===== src/rtl/evt_uart_pkg.sv =====
// Shared definitions for the UART-to-EVT2.0 word path.
//   EVT_WORD_W      : width of one EVT2.0 word
//   BYTES_PER_WORD  : UART bytes per word, sent MSB first
//   evt_word_t      : 32-bit word type
//   uart_gap_clks() : converts an idle gap in UART byte-times into clock cycles
package evt_uart_pkg;

    localparam int EVT_WORD_W          = 32;
    localparam int BYTES_PER_WORD      = 4;
    // One start bit, eight data bits and one stop bit per UART byte.
    localparam int BITS_PER_UART_FRAME = 10;

    typedef logic [EVT_WORD_W-1:0] evt_word_t;

    function automatic int uart_gap_clks(input int clk_hz, input int baud, input int gap_bytes);
        return gap_bytes * BITS_PER_UART_FRAME * (clk_hz / baud);
    endfunction

endpackage


===== src/rtl/evt_word_fifo.sv =====
// Synchronous first-word-fall-through FIFO for assembled event words.
//   clk, rst   : clock, synchronous active-high reset (pointers and occupancy)
//   push       : write push_data this cycle; ignored when full unless pop is also high
//   push_data  : word to write
//   pop        : consume the head word; ignored when empty
//   rd_data    : head word, shown combinationally; zero while empty
//   full/empty : occupancy flags
//   count      : current occupancy, 0..DEPTH
// DEPTH must be a power of two and at least 2 so the pointers wrap naturally.
module evt_word_fifo #(
    parameter int DEPTH  = 4,
    parameter int DATA_W = 32
) (
    input  logic                     clk,
    input  logic                     rst,
    input  logic                     push,
    input  logic [DATA_W-1:0]        push_data,
    input  logic                     pop,
    output logic [DATA_W-1:0]        rd_data,
    output logic                     full,
    output logic                     empty,
    output logic [$clog2(DEPTH):0]   count
);

    localparam int PTR_W = $clog2(DEPTH);
    localparam logic [PTR_W:0] FULL_OCC = (PTR_W+1)'(DEPTH);

    logic [DATA_W-1:0] mem [DEPTH];
    logic [PTR_W-1:0]  wr_ptr;
    logic [PTR_W-1:0]  rd_ptr;
    logic [PTR_W:0]    occ;
    logic              wr_en;
    logic              rd_en;

    assign full  = (occ == FULL_OCC);
    assign empty = (occ == '0);
    assign count = occ;

    // When full, a write is allowed only because the same edge frees the head
    // slot; wr_ptr equals rd_ptr then, so the new word lands in that slot.
    assign wr_en = push & (~full | pop);
    assign rd_en = pop & ~empty;

    // Forced to zero while empty so stale storage never shows on the output.
    assign rd_data = empty ? '0 : mem[rd_ptr];

    always_ff @(posedge clk) begin
        if (rst) begin
            wr_ptr <= '0;
            rd_ptr <= '0;
            occ    <= '0;
        end else begin
            if (wr_en) wr_ptr <= wr_ptr + 1'b1;
            if (rd_en) rd_ptr <= rd_ptr + 1'b1;
            case ({wr_en, rd_en})
                2'b10:   occ <= occ + 1'b1;
                2'b01:   occ <= occ - 1'b1;
                default: occ <= occ;
            endcase
        end
    end

    // Storage carries data only; it needs no reset.
    always_ff @(posedge clk) begin
        if (wr_en) mem[wr_ptr] <= push_data;
    end

endmodule


===== src/rtl/uart_evt_word_framer.sv =====
// Packs the UART byte stream into 32-bit EVT2.0 words (first byte in the MSB)
// and queues them in a small FWFT FIFO with a valid/ready output.
// A partial word is abandoned if the line stays idle for GAP_BYTES byte-times,
// so a lost byte corrupts at most one word.
//   clk, rst        : clock, synchronous active-high reset
//   rx_data/rx_valid: byte and one-cycle strobe from uart_rx
//   evt_word        : FIFO head word (zero when empty)
//   evt_word_valid  : FIFO non-empty
//   evt_word_ready  : consumer takes the head word when high with valid
//   drop_count      : words lost to a full FIFO, saturating
//   resync_count    : partial words aborted by the gap timer, saturating
//   byte_idx        : assembler byte position, for debug
module uart_evt_word_framer
    import evt_uart_pkg::*;
#(
    parameter int CLK_FREQ_HZ = 12_000_000,
    parameter int BAUD_RATE   = 115200,
    parameter int GAP_BYTES   = 4,
    parameter int FIFO_DEPTH  = 4
) (
    input  logic        clk,
    input  logic        rst,
    input  logic [7:0]  rx_data,
    input  logic        rx_valid,
    output logic [31:0] evt_word,
    output logic        evt_word_valid,
    input  logic        evt_word_ready,
    output logic [15:0] drop_count,
    output logic [15:0] resync_count,
    output logic [1:0]  byte_idx
);

    localparam int TIMEOUT_CLKS = uart_gap_clks(CLK_FREQ_HZ, BAUD_RATE, GAP_BYTES);
    localparam int TMR_W        = $clog2(TIMEOUT_CLKS + 1);
    // The timer is zero in the cycle after a byte, so it holds TIMEOUT_CLKS-1
    // in the cycle that lies exactly TIMEOUT_CLKS cycles after that byte.
    localparam logic [TMR_W-1:0] TMR_LAST = TMR_W'(TIMEOUT_CLKS - 1);
    localparam logic [1:0]       LAST_IDX = 2'(BYTES_PER_WORD - 1);

    function automatic logic [15:0] sat_inc(input logic [15:0] v);
        return (v == 16'hFFFF) ? v : v + 16'd1;
    endfunction

    logic [23:0]             shift;
    logic [TMR_W-1:0]        gap_tmr;
    logic                    timeout;
    logic                    push;
    evt_word_t               push_word;
    logic                    pop;
    logic                    push_accept;
    logic                    fifo_full;
    logic                    fifo_empty;
    // Occupancy is exported by the FIFO for probing; this block does not need it.
    logic [$clog2(FIFO_DEPTH):0] fifo_level_unused;

    assign push      = rx_valid & (byte_idx == LAST_IDX);
    assign push_word = {shift, rx_data};
    // A byte arriving in the timeout cycle wins: it continues the word.
    assign timeout   = (byte_idx != 2'd0) & (gap_tmr == TMR_LAST) & ~rx_valid;

    assign evt_word_valid = ~fifo_empty;
    assign pop            = evt_word_valid & evt_word_ready;
    assign push_accept    = push & (~fifo_full | pop);

    always_ff @(posedge clk) begin
        if (rst) begin
            byte_idx     <= 2'd0;
            gap_tmr      <= '0;
            drop_count   <= 16'd0;
            resync_count <= 16'd0;
        end else begin
            if (rx_valid) begin
                byte_idx <= byte_idx + 2'd1;
                gap_tmr  <= '0;
            end else if (timeout) begin
                byte_idx     <= 2'd0;
                gap_tmr      <= '0;
                resync_count <= sat_inc(resync_count);
            end else if (byte_idx == 2'd0) begin
                gap_tmr <= '0;
            end else begin
                gap_tmr <= gap_tmr + 1'b1;
            end

            if (push & ~push_accept) drop_count <= sat_inc(drop_count);
        end
    end

    // Bytes 0..2 fill the upper 24 bits; byte 3 is taken straight from rx_data.
    always_ff @(posedge clk) begin
        if (rx_valid) begin
            case (byte_idx)
                2'd0:    shift[23:16] <= rx_data;
                2'd1:    shift[15:8]  <= rx_data;
                2'd2:    shift[7:0]   <= rx_data;
                default: shift        <= shift;
            endcase
        end
    end

    evt_word_fifo #(
        .DEPTH  (FIFO_DEPTH),
        .DATA_W (EVT_WORD_W)
    ) u_fifo (
        .clk       (clk),
        .rst       (rst),
        .push      (push_accept),
        .push_data (push_word),
        .pop       (pop),
        .rd_data   (evt_word),
        .full      (fifo_full),
        .empty     (fifo_empty),
        .count     (fifo_level_unused)
    );

endmodule


===== config.mk =====
export PLATFORM = sky130hd
export DESIGN_NAME = uart_evt_word_framer
export DESIGN_NICKNAME = d
export VERILOG_FILES = /design/src/rtl/evt_uart_pkg.sv /design/src/rtl/evt_word_fifo.sv /design/src/rtl/uart_evt_word_framer.sv
export SDC_FILE = /design/constraint.sdc
export NUM_CORES = 1
export LEC_CHECK = 0
export ABC_AREA = 1
export BUFFER_PORTS_ARGS = -buffer_cell sky130_fd_sc_hd__buf_2
export CAP_MARGIN = 0
export CORE_ASPECT_RATIO = 1.4
export CORE_MARGIN = 2
export CORE_UTILIZATION = 40
export DETAILED_ROUTE_END_ITERATION = 8
export PLACE_DENSITY_LB_ADDON = 0.3
export SLEW_MARGIN = 25
export SYNTH_ARGS = -nofsm -noshare
export SYNTH_HDL_FRONTEND = slang
export SYNTH_HIERARCHICAL = 1
export SYNTH_SLANG_ARGS = --single-unit

===== constraint.sdc =====
create_clock -name clk -period 4.68 [get_ports clk]
set_input_delay 0.234 -clock clk [delete_from_list [all_inputs] [get_ports clk]]
set_output_delay 0.234 -clock clk [all_outputs]
set_load 0.02 [all_outputs]

Word-level counts from Yosys, hierarchy flattened
Memory sizes are Yosys's and may differ from the RTL's. A register that Yosys moved wholly into a read port is not among the register bits.
Index checks and enable logic that the tools add are counted.

storage, ports and cells
  register bits after elaboration = 78
  input bits = 12
  memories kept = 1
  output and inout port bits = 67
  RAM bits = 128

memory list
  memory      depth  bits a word  read ports  clocked after Yosys merged registers in  wr ports  RTL line             RTL
  u_fifo.mem  4      32           1           1                                        1         evt_word_fifo.sv:28  logic [DATA_W-1:0] mem [DEPTH];

cells by class
  bitwise gates (word level) = 15
  multiplexer cells = 8
  $add $sub $neg = 8
  equality and inequality tests = 9
  reduce and logical (&&, ||, !) cells = 11

operators by type and width
  cell                     count
  $add A16 B1 Y16 const B  2
  $eq A16 B16 Y1 const B   2
  $mux W32                 1
  $add A13 B1 Y13 const B  1
  $eq A13 B13 Y1 const B   1
  $and A1 B1 Y1            8
  $mux W2                  4
  $reduce_and A2 Y1        4
  $add A2 B1 Y2 const B    3
  $eq A2 B2 Y1 const B     3
  $not A1 Y1               6
  $pmux W3 S2              1
  $reduce_bool A2 Y1       3
  $eq A2 B1 Y1 const B     2
  $reduce_or A4 Y1         1
  $add A3 B1 Y3 const B    1
  $eq A3 B3 Y1 const B     1
  $logic_not A3 Y1         1
  $reduce_and A3 Y1        1
  $sub A3 B1 Y3 const B    1
  $logic_not A2 Y1         1
  $mux W1                  2
  $or A1 B1 Y1             1

Longest topological paths before layout
  depth after elaboration = 8
  mapped depth = 17
  mapped depth without buffers = 16

Cells and area by module
Netlist, hierarchy kept.

by module, submodules not included
  module                sequential area each (um^2)  cells each  area an instance (um^2)  instances
  evt_word_fifo         4023.9                       451         5462.7                   1
  uart_evt_word_framer  1661.6                       427         3525.9                   1

Worst setup path after synthesis
OpenSTA, ideal clock, no wires.

  kind = flip-flop to flip-flop
  start = register u_fifo.occ[1] (netlist: u_fifo/count[1])
  end = memory u_fifo.mem[0][0], enable pin
  setup slack = 1.350 ns
  arrival time = 2.909 ns
  clock period less this slack = 3.330 ns
  cell stages (with the launch flop) = 10
  buffers on the path = 1
  path through = dfxtp_1 -> nor2_1 -> nand2_1 -> inv_1 -> buf_2 -> o21ai_0 -> inv_1 -> nor2_1 -> nand2_1 -> nor2_1

between the ends
  longest elaborated chain between the ends = 8

RTL lines
  element                        RTL line                    RTL
  start: declaration             evt_word_fifo.sv:31         logic [PTR_W:0] occ;
  start signal: assignment       evt_word_fifo.sv:56         2'b10: occ <= occ + 1'b1;
  start signal: assignment       evt_word_fifo.sv:57         2'b01: occ <= occ - 1'b1;
  $logic_not A3 Y1               evt_word_fifo.sv:36         assign empty = (occ == '0);
  net fifo_empty                 uart_evt_word_framer.sv:52  logic fifo_empty;
  $not A1 Y1                     uart_evt_word_framer.sv:61  assign evt_word_valid = ~fifo_empty;
  $and A1 B1 Y1                  uart_evt_word_framer.sv:62  assign pop = evt_word_valid & evt_word_ready;
  $or A1 B1 Y1                   uart_evt_word_framer.sv:63  assign push_accept = push & (~fifo_full | pop);
  $and A1 B1 Y1                  uart_evt_word_framer.sv:63
  net push_accept                uart_evt_word_framer.sv:50  logic push_accept;
  $and A1 B1 Y1                  evt_word_fifo.sv:41         assign wr_en = push & (~full | pop);
  $mux W1                        evt_word_fifo.sv:65         if (wr_en) mem[wr_ptr] <= push_data;
  $mux W1 (not written as such)  evt_word_fifo.sv:65
  end: declaration               evt_word_fifo.sv:28

The timed path passes the listed nets, and every way through them passes these cells.

Final worst setup path
  start = register u_fifo.occ[1] (netlist: u_fifo/count[1])
  end = memory u_fifo.mem[2][20], enable pin

The elaborated chain is that of the path after synthesis.

==> metrics.md <==
| Metric | Value |
|---|---|
| Setup Buffers After CTS | `0` |
| CTS H-tree depth | `1` |
| RSZ-0062 raised after global routing | `no` |
| Die width | `131 µm` |
| CTS resizes | `0` |
| Initial DRC Count | `308` |
| Maxcap violations | `0` |
| Final #Nets | `983` |
| Die area | `0.0237 mm²` |
| Peak supply drop | `0.269 mV` |
| Final setup viols | `0` |
| Worst-margin pin slew | `0.845 ns` |
| Vias in the first global route | `5,929` |
| Via density | `4.85` |
| YS warnings | `6` |
| # diodes | `0` |
| Via count | `6,157` |
| Register bit total from synthesis | `208` |
| Worst rel slew slack | `43.6%` |
| Leakage power | `3.83 nW` |
| Post-Syn Area | `0.00899 mm²` |
| Worst hold path type | `input pin to register` |
| CP Launch Type | `register` |
| Max Clk Rate | `307 MHz` |
| Fin crit share | `69.6%` |
| CTS tree | `yes` |
| Netlist cell types | `34` |
| Layout fillers | `2,072` |
| Clk_lat worst skew | `0.50 ns` |
| Worst setup margin | `1.42 ns` |
| Fin area | `0.0104 mm²` |
| Initial core utilization | `41.0%` |
| Share of post-route cells with drive strength above 1 | `17.0%` |
| Clock Pin Slew Worst Setup and Hold Paths | `0.06 ns` |
| Fin util | `47.2%` |
| Final clock skew | `0.0199 ns` |
| Syn Area/Cell | `10.2 µm²` |
| Wirelength per Cell | `14.9 µm` |
| Input/output buffers | `78` |
| Placed insts | `1,229` |
| Total GRT Usage | `15.9%` |
| DRC viols | `0` |
| Crit end category | `register` |
| IO Count | `79` |
| Placer Congestion | `0.812` |
| DP Area | `0.00968 mm²` |
| Non-Filler Instances | `1,269` |
| Synth Net Count | `903` |
| Pre-CTS WS | `1.29 ns` |
| Final wirelength | `19,000 µm` |
| CP Data Required Time | `4.87 ns` |
| Initial antenna violation count | `0` |
| Max Slew Vio Count | `0` |
| Number of buffers created by CTS | `21` |
| Critical path type | `register to register` |
| Maximum root-to-sink buffer count | `3` |
| Status | `finished, final reports clean` |
| Row cnt | `64` |
| Highest net fanout along the worst path | `20` |
| Area growth from synthesis to layout | `15.2%` |
| Post-Synthesis Cells | `878` |
| Post-DP HPWL | `12,100 µm` |
| Final ANT Viol Nets | `0` |
| Drt pass-1 iters | `4` |
| Pwr/cell area | `346 mW/mm²` |
| Root buf cell | `clkbuf_16` |
| Die Y-Extent | `181 µm` |
| Critical Path AT | `3.44 ns` |
| Global route overflow | `0` |
| CTS sink cnt | `208` |
| First-pass GRT wire length | `30,000 µm` |
| TNS Setup | `0 ns` |
| Largest net degree at the start of global routing | `65` |
| Crit path time final | `3.26 ns` |
| Hold Buf Count CTS | `0` |
| Core ar. | `0.0219 mm²` |
| Final Hold Viols | `0` |
| Seq/Total Area, Yosys | `63.3%` |
placed cells by master, fill, tap and decap left out, types with 2 or more instances in the layout:
master	count
nand2_4	5
clkbuf_1	7
buf_16	4
o21ai_1	37
inv_1	59
buf_4	4
o21ai_0	36
clkbuf_16	21
clkinv_2	4
dfxtp_1	55
inv_2	3
xnor2_1	6
edfxtp_1	152
clkinvlp_4	2
a21oi_1	57
nand4_1	11
nor2_4	9
nor3_1	10
nor2_2	5
ha_1	12
nor2_1	197
nand3_1	28
nand3_2	4
clkinv_1	2
xor2_1	18
buf_2	78
nand2_1	116
a21oi_2	10
or2_2	3
nand2_2	5
final cells by class:
| type | count | area (µm²) | area share, % |
|---|---|---|---|
| clock buffer | 29 | 566 | 5.46 |
| clock inverter | 8 | 42.5 | 0.411 |
| inverter | 63 | 238 | 2.30 |
| multi-input combinational | 577 | 2910 | 28.1 |
| sequential | 208 | 5690 | 54.9 |
| tap | 297 | 372 | 3.59 |
| timing repair buffer | 87 | 546 | 5.27 |
cell families after synthesis:
family | count (synthesis) | synth area share, %
compound gates | 142 | 8.42
simple gates | 398 | 19.3
buf+inv | 93 | 4.76
flops | 208 | 63.3
fa+ha+maj | 13 | 1.89
xor+xnor | 24 | 2.34
synth_stat cells:
library cell  count  area, µm²
a21boi_2          1       11.3
o21ai_0          36        180
dfxtp_1          56       1120
nor2_1          201        754
nand3_2           4       40.0
nand3b_2          1       11.3
xnor2_1           6       52.6
and2_1            1       6.26
nor3_2            1       10.0
clkbuf_1         11       41.3
a21oi_1          57        285
o21ai_1          37        185
nand2_1         116        435
xor2_1           18        158
inv_2             4       15.0
inv_1            59        221
nand3b_1          1       7.51
or2_2             3       18.8
buf_4             2       15.0
nand4_1          11       68.8
nand2_4           5       56.3
o31ai_1           1       7.51
nand3_1          28        140
nor2_4            5       56.3
nor2_2            5       31.3
ha_1             12        150
nor2_8            1       20.0
edfxtp_1        152       4560
nand2_2           5       31.3
fa_1              1       20.0
buf_6             8       90.1
buf_2             9       45.0
nor3_1           10       50.1
a21oi_2          10       87.6
critical path, cell delays in order, from the launching register on:
cell,delay [ns]
dfxtp_1,0.37
nor2_1,0.08
nand2_1,0.12
inv_1,0.34
o21ai_0,0.52
inv_1,0.08
nor2_1,0.24
nand2_1,0.31
nor2_4,0.61
buf_8,0.26
per-layer routing:
layer | vias up | wire length (µm) | GRT usage [%]
met4 | 0 | 333 | 3.96
li1 | 3105 | - | -
met3 | 24 | 902 | 3.27
met1 | 2918 | 7720 | 18.1
met5 | - | 0 | 0
met2 | 110 | 10000 | 29.9
final timing paths:
check                                startpoint  slack, ns                end  depth (start not counted)
worst max-delay path            u_fifo/count[1]       1.42  u_fifo/mem[2][20]                          9
worst min-delay path                 rx_data[6]       0.03          shift[14]                          1
worst max register to register  u_fifo/count[1]       1.42  u_fifo/mem[2][20]                          9
worst min register to register       gap_tmr[0]       0.44         gap_tmr[0]                          1
metrics by stage:
stage                     power, mW  hold slack [ns]
final                          3.59           0.0322
after floorplan                2.08            0.312
after detailed placement       2.12            0.435
after CTS                      3.63           0.0319
after global routing           3.72           0.0296
after global placement         2.12            0.428
registers in the layout, indices dropped and copies added (netlist names), named ones only:
name           cells
byte_idx           2
drop_count        16
gap_tmr           13
resync_count      16
shift             24
u_fifo/count       3
u_fifo/mem       128
u_fifo/rd_ptr      2
u_fifo/wr_ptr      2
power by group:
part | internal (mW) | switching [mW] | leakage [nW]
sequential | 1.99 | 0.0114 | 1.82
combinational | 0.0184 | 0.0596 | 1.72
clock | 0.844 | 0.664 | 0.289
total | 2.85 | 0.735 | 3.83
Note: power is estimated with default switching activity, not from simulation.
